$ cat src/rtl/multicycle_ctrl.sv
// Moore FSM sequencing the shared-ALU/shared-memory multicycle datapath (FETCH..WB).
// Memory accesses hold their request until mem_ready; an extra wait cycle costs one extra cycle.
module multicycle_ctrl #(
  parameter bit TRAP_ON_ILLEGAL = 1'b1
) (
  input  logic       clk,
  input  logic       rst_n,
  input  logic [5:0] op,
  input  logic [5:0] funct,
  input  logic       zero,
  input  logic       mem_ready,
  output logic       pc_write,
  output logic       pc_write_cond,
  output logic       branch_ne,
  output logic       i_or_d,
  output logic       ir_write,
  output logic       mem_read,
  output logic       mem_write,
  output logic       reg_write,
  output logic       reg_dst,
  output logic       mem_to_reg,
  output logic [1:0] alu_src_a,
  output logic [1:0] alu_src_b,
  output logic [3:0] alu_op,
  output logic       sign_ext,
  output logic [1:0] pc_source,
  output logic       instr_done,
  output logic       illegal,
  output logic [3:0] state
);

  typedef enum logic [3:0] {
    IDLE = 4'd0, FETCH = 4'd1, DECODE = 4'd2, EXEC_R = 4'd3, EXEC_I = 4'd4,
    WB_ALU = 4'd5, MEM_ADDR = 4'd6, MEM_RD = 4'd7, MEM_WB = 4'd8, MEM_WR = 4'd9,
    BRANCH = 4'd10, JUMP = 4'd11, TRAP = 4'd12
  } state_t;

  localparam logic [5:0] OP_R    = 6'b000000;
  localparam logic [5:0] OP_J    = 6'b000010;
  localparam logic [5:0] OP_BEQ  = 6'b000100;
  localparam logic [5:0] OP_BNE  = 6'b000101;
  localparam logic [5:0] OP_ADDI = 6'b001000;
  localparam logic [5:0] OP_ADDIU= 6'b001001;
  localparam logic [5:0] OP_ANDI = 6'b001100;
  localparam logic [5:0] OP_ORI  = 6'b001101;
  localparam logic [5:0] OP_XORI = 6'b001110;
  localparam logic [5:0] OP_LW   = 6'b100011;
  localparam logic [5:0] OP_SW   = 6'b101011;

  state_t state_q, state_d;
  logic   is_r_q, is_r_d, is_bne_q, is_bne_d, is_lw_q, is_lw_d, shift_imm_q, shift_imm_d;

  // zero is consumed by the datapath's conditional PC load, not by the sequencer.
  logic unused_zero;
  assign unused_zero = zero;

  logic       r_legal, r_shift_imm, i_alu, i_sext;
  logic [3:0] r_alu_op, i_alu_op;

  always_comb begin
    r_legal     = 1'b1;
    r_shift_imm = 1'b0;
    r_alu_op    = 4'b0000;
    case (funct)
      6'b100000: r_alu_op = 4'b0000;
      6'b100001: r_alu_op = 4'b0001;
      6'b100010: r_alu_op = 4'b0010;
      6'b100011: r_alu_op = 4'b0011;
      6'b100100: r_alu_op = 4'b0100;
      6'b100101: r_alu_op = 4'b0101;
      6'b100110: r_alu_op = 4'b0110;
      6'b100111: r_alu_op = 4'b0111;
      6'b101010: r_alu_op = 4'b1000;
      6'b101011: r_alu_op = 4'b1001;
      6'b000000: begin r_alu_op = 4'b1010; r_shift_imm = 1'b1; end
      6'b000010: begin r_alu_op = 4'b1011; r_shift_imm = 1'b1; end
      6'b000011: begin r_alu_op = 4'b1100; r_shift_imm = 1'b1; end
      6'b000100: r_alu_op = 4'b1010;
      6'b000110: r_alu_op = 4'b1011;
      6'b000111: r_alu_op = 4'b1100;
      default:   r_legal  = 1'b0;
    endcase
  end

  always_comb begin
    i_alu    = 1'b1;
    i_sext   = 1'b0;
    i_alu_op = 4'b0000;
    case (op)
      OP_ADDI:  begin i_alu_op = 4'b0000; i_sext = 1'b1; end
      OP_ADDIU: begin i_alu_op = 4'b0001; i_sext = 1'b1; end
      OP_ANDI:  i_alu_op = 4'b0100;
      OP_ORI:   i_alu_op = 4'b0101;
      OP_XORI:  i_alu_op = 4'b0110;
      default:  i_alu    = 1'b0;
    endcase
  end

  always_ff @(posedge clk) begin
    if (!rst_n) begin
      state_q     <= IDLE;
      is_r_q      <= 1'b0;
      is_bne_q    <= 1'b0;
      is_lw_q     <= 1'b0;
      shift_imm_q <= 1'b0;
    end else begin
      state_q     <= state_d;
      is_r_q      <= is_r_d;
      is_bne_q    <= is_bne_d;
      is_lw_q     <= is_lw_d;
      shift_imm_q <= shift_imm_d;
    end
  end

  always_comb begin
    state_d     = state_q;
    is_r_d      = is_r_q;
    is_bne_d    = is_bne_q;
    is_lw_d     = is_lw_q;
    shift_imm_d = shift_imm_q;
    case (state_q)
      IDLE:   state_d = FETCH;
      FETCH:  state_d = mem_ready ? DECODE : FETCH;
      DECODE: begin
        is_r_d      = (op == OP_R);
        is_bne_d    = (op == OP_BNE);
        is_lw_d     = (op == OP_LW);
        shift_imm_d = (op == OP_R) && r_shift_imm;
        if (op == OP_R && r_legal)              state_d = EXEC_R;
        else if (i_alu)                         state_d = EXEC_I;
        else if (op == OP_LW || op == OP_SW)    state_d = MEM_ADDR;
        else if (op == OP_BEQ || op == OP_BNE)  state_d = BRANCH;
        else if (op == OP_J)                    state_d = JUMP;
        else                                    state_d = TRAP_ON_ILLEGAL ? TRAP : FETCH;
      end
      EXEC_R, EXEC_I: state_d = WB_ALU;
      MEM_ADDR:       state_d = is_lw_q ? MEM_RD : MEM_WR;
      MEM_RD:         state_d = mem_ready ? MEM_WB : MEM_RD;
      MEM_WR:         state_d = mem_ready ? FETCH : MEM_WR;
      TRAP:           state_d = TRAP;
      default:        state_d = FETCH;
    endcase
  end

  always_comb begin
    pc_write      = 1'b0;
    pc_write_cond = 1'b0;
    branch_ne     = 1'b0;
    i_or_d        = 1'b0;
    ir_write      = 1'b0;
    mem_read      = 1'b0;
    mem_write     = 1'b0;
    reg_write     = 1'b0;
    reg_dst       = 1'b0;
    mem_to_reg    = 1'b0;
    alu_src_a     = 2'b00;
    alu_src_b     = 2'b00;
    alu_op        = 4'b0000;
    sign_ext      = 1'b0;
    pc_source     = 2'b00;
    instr_done    = 1'b0;
    illegal       = 1'b0;
    state         = state_q;
    case (state_q)
      FETCH: begin
        mem_read  = 1'b1;
        alu_src_b = 2'b01;
        alu_op    = 4'b0001;
        ir_write  = mem_ready;
        pc_write  = mem_ready;
      end
      DECODE: begin
        alu_src_b = 2'b11;
        alu_op    = 4'b0001;
        sign_ext  = 1'b1;
      end
      EXEC_R: begin
        alu_src_a = shift_imm_q ? 2'b10 : 2'b01;
        alu_op    = r_alu_op;
      end
      EXEC_I: begin
        alu_src_a = 2'b01;
        alu_src_b = 2'b10;
        alu_op    = i_alu_op;
        sign_ext  = i_sext;
      end
      WB_ALU: begin
        reg_write  = 1'b1;
        reg_dst    = is_r_q;
        instr_done = 1'b1;
      end
      MEM_ADDR: begin
        alu_src_a = 2'b01;
        alu_src_b = 2'b10;
        alu_op    = 4'b0001;
        sign_ext  = 1'b1;
      end
      MEM_RD: begin
        mem_read = 1'b1;
        i_or_d   = 1'b1;
      end
      MEM_WB: begin
        reg_write  = 1'b1;
        mem_to_reg = 1'b1;
        instr_done = 1'b1;
      end
      MEM_WR: begin
        mem_write  = 1'b1;
        i_or_d     = 1'b1;
        instr_done = mem_ready;
      end
      BRANCH: begin
        alu_src_a     = 2'b01;
        alu_op        = 4'b0010;
        pc_write_cond = 1'b1;
        branch_ne     = is_bne_q;
        pc_source     = 2'b01;
        instr_done    = 1'b1;
      end
      JUMP: begin
        pc_write   = 1'b1;
        pc_source  = 2'b10;
        instr_done = 1'b1;
      end
      TRAP:    illegal = 1'b1;
      default: ;
    endcase
  end

endmodule

$ cat config.mk
export PLATFORM = sky130hd
export DESIGN_NAME = multicycle_ctrl
export DESIGN_NICKNAME = d
export VERILOG_FILES = /design/src/rtl/multicycle_ctrl.sv
export SDC_FILE = /design/constraint.sdc
export NUM_CORES = 1
export LEC_CHECK = 0
export CORE_ASPECT_RATIO = 1.5
export CORE_MARGIN = 5
export CORE_UTILIZATION = 42
export CTS_CLUSTER_SIZE = 24
export DETAILED_ROUTE_END_ITERATION = 12
export GPL_TIMING_DRIVEN = 0
export PLACE_DENSITY = 0.84
export SETUP_SLACK_MARGIN = 0.5
export SKIP_CTS_REPAIR_TIMING = 1
export SLEW_MARGIN = 40
export SYNTH_ARGS = -nofsm -noshare
export SYNTH_HDL_FRONTEND = slang
export SYNTH_SLANG_ARGS = --single-unit
$ cat constraint.sdc
create_clock -name clk -period 1.94 [get_ports clk]
set_input_delay 0.291 -clock clk [delete_from_list [all_inputs] [get_ports clk]]
set_output_delay 0.291 -clock clk [all_outputs]
set_load 0.03 [all_outputs]
==> out/metrics.cfg, run 1 <==
[run_status]
lastStage=global routing (5_1_grt)
status=did not finish
first-error=[ERROR DPL-0033] detailed placement checks failed during check placement.

[floorplan]
die_y_um=69.42
start_util_pct=44.26
num_rows=21
fp.dieW_um=49.61
num_io_pins=43

[yosys]
ys_ff_latch=8
synthDominantCellAreaShare_pct=16.20
syn_inst=145
synth_fp_nets=161
yosysUniqueCellTypes=52
yosysTopAreaCell=dfxtp_1
synth-edff-count=0
yosys-top-cells-area=dfxtp_1, a21oi_1, nand2_1, nor2_1, nand2b_1
avgSynthCellArea_um2=6.817
async_flop_share_pct=0
yosysSeqAreaShare_pct=16.20
synth-main-ff-cell=dfxtp_1
synth_area_um2=988.4
yosysWarnings=0

[timing]
grt-worst-endpoint=alu_op[1]
endpoint_type=primary output

[placement]
detailed_place_hpwl_mm=2.867
place.port_buffers=41
routabilityCongestion=0.9396
numPlacedInstances=209

[clocking]
clock_sinks=8
cts_buffers=3
clockRootBuffer=clkbuf_4
clk_path_buf_depth=2
htree_levels=1

[grt]
grt_start_max_net_pins=11
antenna_found_initial=0

cell usage after synthesis, types with 2 or more instances:
cell type	count
nor3_1	7
o21ai_0	7
buf_2	2
o22ai_1	2
a21boi_0	2
and3_1	2
o22a_1	2
nand2b_1	6
xor2_1	2
a31oi_1	2
nor4_1	2
nor2b_1	4
and2b_2	2
a21oi_1	15
clkbuf_1	2
or4_1	3
dfxtp_1	8
o21ai_1	2
and2_1	2
nor2_1	15
buf_1	2
nand2_1	18
o211ai_1	2
inv_1	4
nor3b_1	3
cells by family after synthesis:
family	synth area share [%]
and+or+nand+nor	42.66
AOI/OAI and AO/OA	30.51
buffers and inverters	8.860
DFF	16.20
xor gates and xnor gates	1.772
stage by stage:
step / instance area [µm²] / setup slack [ns] / hold WS [ns] / utilization [%] / TNS [ns]
floorplan: 1251 / -0.08735 / 0.4183 / - / -0.1747
global placement: 1690 / -0.9855 / 0.4915 / 75.69 / -7.102
detailed placement: 1690 / -0.9885 / 0.5003 / 75.69 / -7.492
CTS: 1717 / -0.9939 / 0.5075 / 76.86 / -10.60
==> inputs of run 2 (changes only) <==
==> config.mk (replaced) <==
export PLATFORM = sky130hd
export DESIGN_NAME = multicycle_ctrl
export DESIGN_NICKNAME = d
export VERILOG_FILES = /design/src/rtl/multicycle_ctrl.sv
export SDC_FILE = /design/constraint.sdc
export NUM_CORES = 1
export LEC_CHECK = 0
export CORE_AREA = 5 5 66 68
export DETAILED_ROUTE_END_ITERATION = 12
export DIE_AREA = 0 0 71 73
export GPL_TIMING_DRIVEN = 0
export PLACE_DENSITY_LB_ADDON = 0.15
export SKIP_CTS_REPAIR_TIMING = 1
export SLEW_MARGIN = 40
export SYNTH_ARGS = -nofsm -noshare
export SYNTH_HDL_FRONTEND = slang
export SYNTH_SLANG_ARGS = --single-unit
==> run 2 against run 1 <==
  * The flow now finishes, with violations (negative setup slack)
  * Area after synthesis did not move
  * Synthesized cell count did not move
==> out/metrics.cfg, run 2 <==
[run_status]
status=complete, but fails checks
violations=negative setup slack

[timing]
skew_ns=0.001501
fmaxAchievable_ghz=0.4528
maxSlewHeadroom_pct=58.36
setup_violations=2
hold_viol_final=0
final.min_clock_period_ns=2.209
fin_ws_ns=-0.2687
min_period_over_period_pct=113.9
rsz0062_at_grt=yes
tightest_slew_ns=0.6198
drv_slew=0
final.setup.tns_ns=-0.5333

[placement]
placedInstanceArea_um2=1551
preCtsSetupSlack_ns=-1.055
place.port_buffers=41
routabilityCongestion=0.7671
detailed_place_hpwl_mm=2.680

[yosys]
synth.most_common_cell=nand2_1
avgSynthCellArea_um2=6.817
synth_fa_ha_area_share_pct=0
synth-simple-area-share_pct=42.66
muxShareOfSynthArea_pct=0
synthTopCellsByCount=nand2_1, a21oi_1, nor2_1
synthDominantCellAreaShare_pct=16.20
async_flop_share_pct=0
yosysTopAreaCell=dfxtp_1
synth-main-ff-cell=dfxtp_1
synth_compound_area_share_pct=30.51
synth_top_family_by_area=simple AND/OR/NAND/NOR gates
synth-edff-count=0
yosys-top-cells-area=dfxtp_1, a21oi_1, nand2_1, nor2_1, nand2b_1
synth-xor-area-share_pct=1.772
yosysWarnings=0
syn_inst=145
synth_area_um2=988.4
ys_ff_latch=8
yosysUniqueCellTypes=52
yosysSeqAreaShare_pct=16.20
synth_fp_nets=161

[detailed_routing]
first_pass_iters=4
drc=0
finalWirelength_mm=3.551
vias=1244
wire_per_inst_um=14.49
first_iter_violations=82
antenna_left=0
viasPerCell=5.078

[setup_path]
reg2reg_depth=5
startpoint_type=register
path_cells=or4_4, or4_4, o21ai_4, buf_6
worst_ep_required_time_ns=1.65
crit_top_cell=or4_4
cp_slowest_cell=or4_4
cp_max_fo=6
worstSetupPathType=register to primary output
crit_path_end_kind=primary output
cpPeakStageDelay_ns=0.56
worstPathArrival_ns=1.92

[layout]
multi_input_area_um2=885.9
antenna_cells=0
drive_above_1_share_pct=31.79
largest_reg_flops=4
syn2layout_area_growth_pct=80.00
seq_area_um2=171.4
num-fill-cells=397
fin_nets=212
final_common_cell=dlymetal6s2s_1
mostFrequentLayoutCells=dlymetal6s2s_1, nand2_1, a21oi_1
stdcell_area_um2=1779

[clocking]
insertion_delay_ns=0.23
cts.clk_slew.worst_paths_ns=0.04
cts_tree=done
cts_buffers=3
clockRootBuffer=clkbuf_8
clock_sinks=8
htree_levels=1
clk_path_buf_depth=2

[floorplan]
num_io_pins=43
die_y_um=73
fp.dieW_um=71
core_area_um2=3799
num_rows=23
start_util_pct=26.02
dieArea_um2=5183

[pwr]
vdd_drop_max_uv=111.3
powerDensity_nw_per_um2=340.6
p_leak_nw=0.9843
total_power_w=0.0006060

[grt]
track_usage_pct=13.11
antenna_found_initial=0
grt_start_max_net_pins=11
grt_pass1_wl_mm=5.561
grt.overflow.total=0
grt_pass1_vias=1197

[run]
max_cap_viol_count=0

[min_path]
hold_class=register to register
worstHoldPathCells=2

run 2: cell counts after synthesis:
No cell type changed its count.
run 2: metrics by stage:
stage          utilization (%)  hold WS [ns]  instances
2_1_floorplan                -        0.4127        145
3_3_place_gp             40.84        0.4500        236
3_5_place_dp             40.84        0.4701        236
4_1_cts                  42.03        0.4712        240
5_1_grt                  46.84        0.4898        245
6_report                 46.84        0.4709        245
run 2: area by class of cell:
class	count	share of cell area, %
Buffer	8	4.641
Clock buffer	4	2.532
Inverter	4	0.8439
Multi-Input combinational cell	123	49.79
Sequential cell	8	9.634
Tap cell	50	3.516
Timing Repair Buffer	48	29.04
run 2: path summary, 6_finish.rpt:
| path | start | endpoint | slack, ns |
|---|---|---|---|
| worst max-delay path | state[3] | alu_op[2] | -0.27 |
| worst max register to register | state[3] | state[0] | 0.28 |
| worst min-delay path | is_bne_q | is_bne_q | 0.47 |
| worst min register to register | is_bne_q | is_bne_q | 0.47 |
run 2: where the power goes:
| part | internal (W) | switching, W | total (W) |
|---|---|---|---|
| Clock | 0.000143 | 0.0000678 | 0.000210 |
| Sequential | 0.000166 | 0.00000564 | 0.000171 |
| Combinational | 0.000101 | 0.000123 | 0.000224 |
run 2: worst max-delay path: cells and delay by family (launching register included):
| kind | cells | cell delay [ns] |
|---|---|---|
| compound gates | 1 | 0.15 |
| simple gates | 2 | 1.03 |
| buf+inv | 1 | 0.14 |
| flops | 1 | 0.36 |
run 2: cell families after synthesis:
logic type / count (synthesis)
AOI/OAI and AO/OA: 46
DFF: 8
buffers and inverters: 14
xor gates and xnor gates: 2
and+or+nand+nor: 75
run 2: routing by layer:
| layer | routed length [µm] | GRT usage [%] |
|---|---|---|
| met1 | 1595 | 16.85 |
| met2 | 1743 | 22.25 |
| met3 | 190 | 2.204 |
| met4 | 21 | 4.384 |
| met5 | 0 | 0 |
Power figures use the tool's default switching activity.
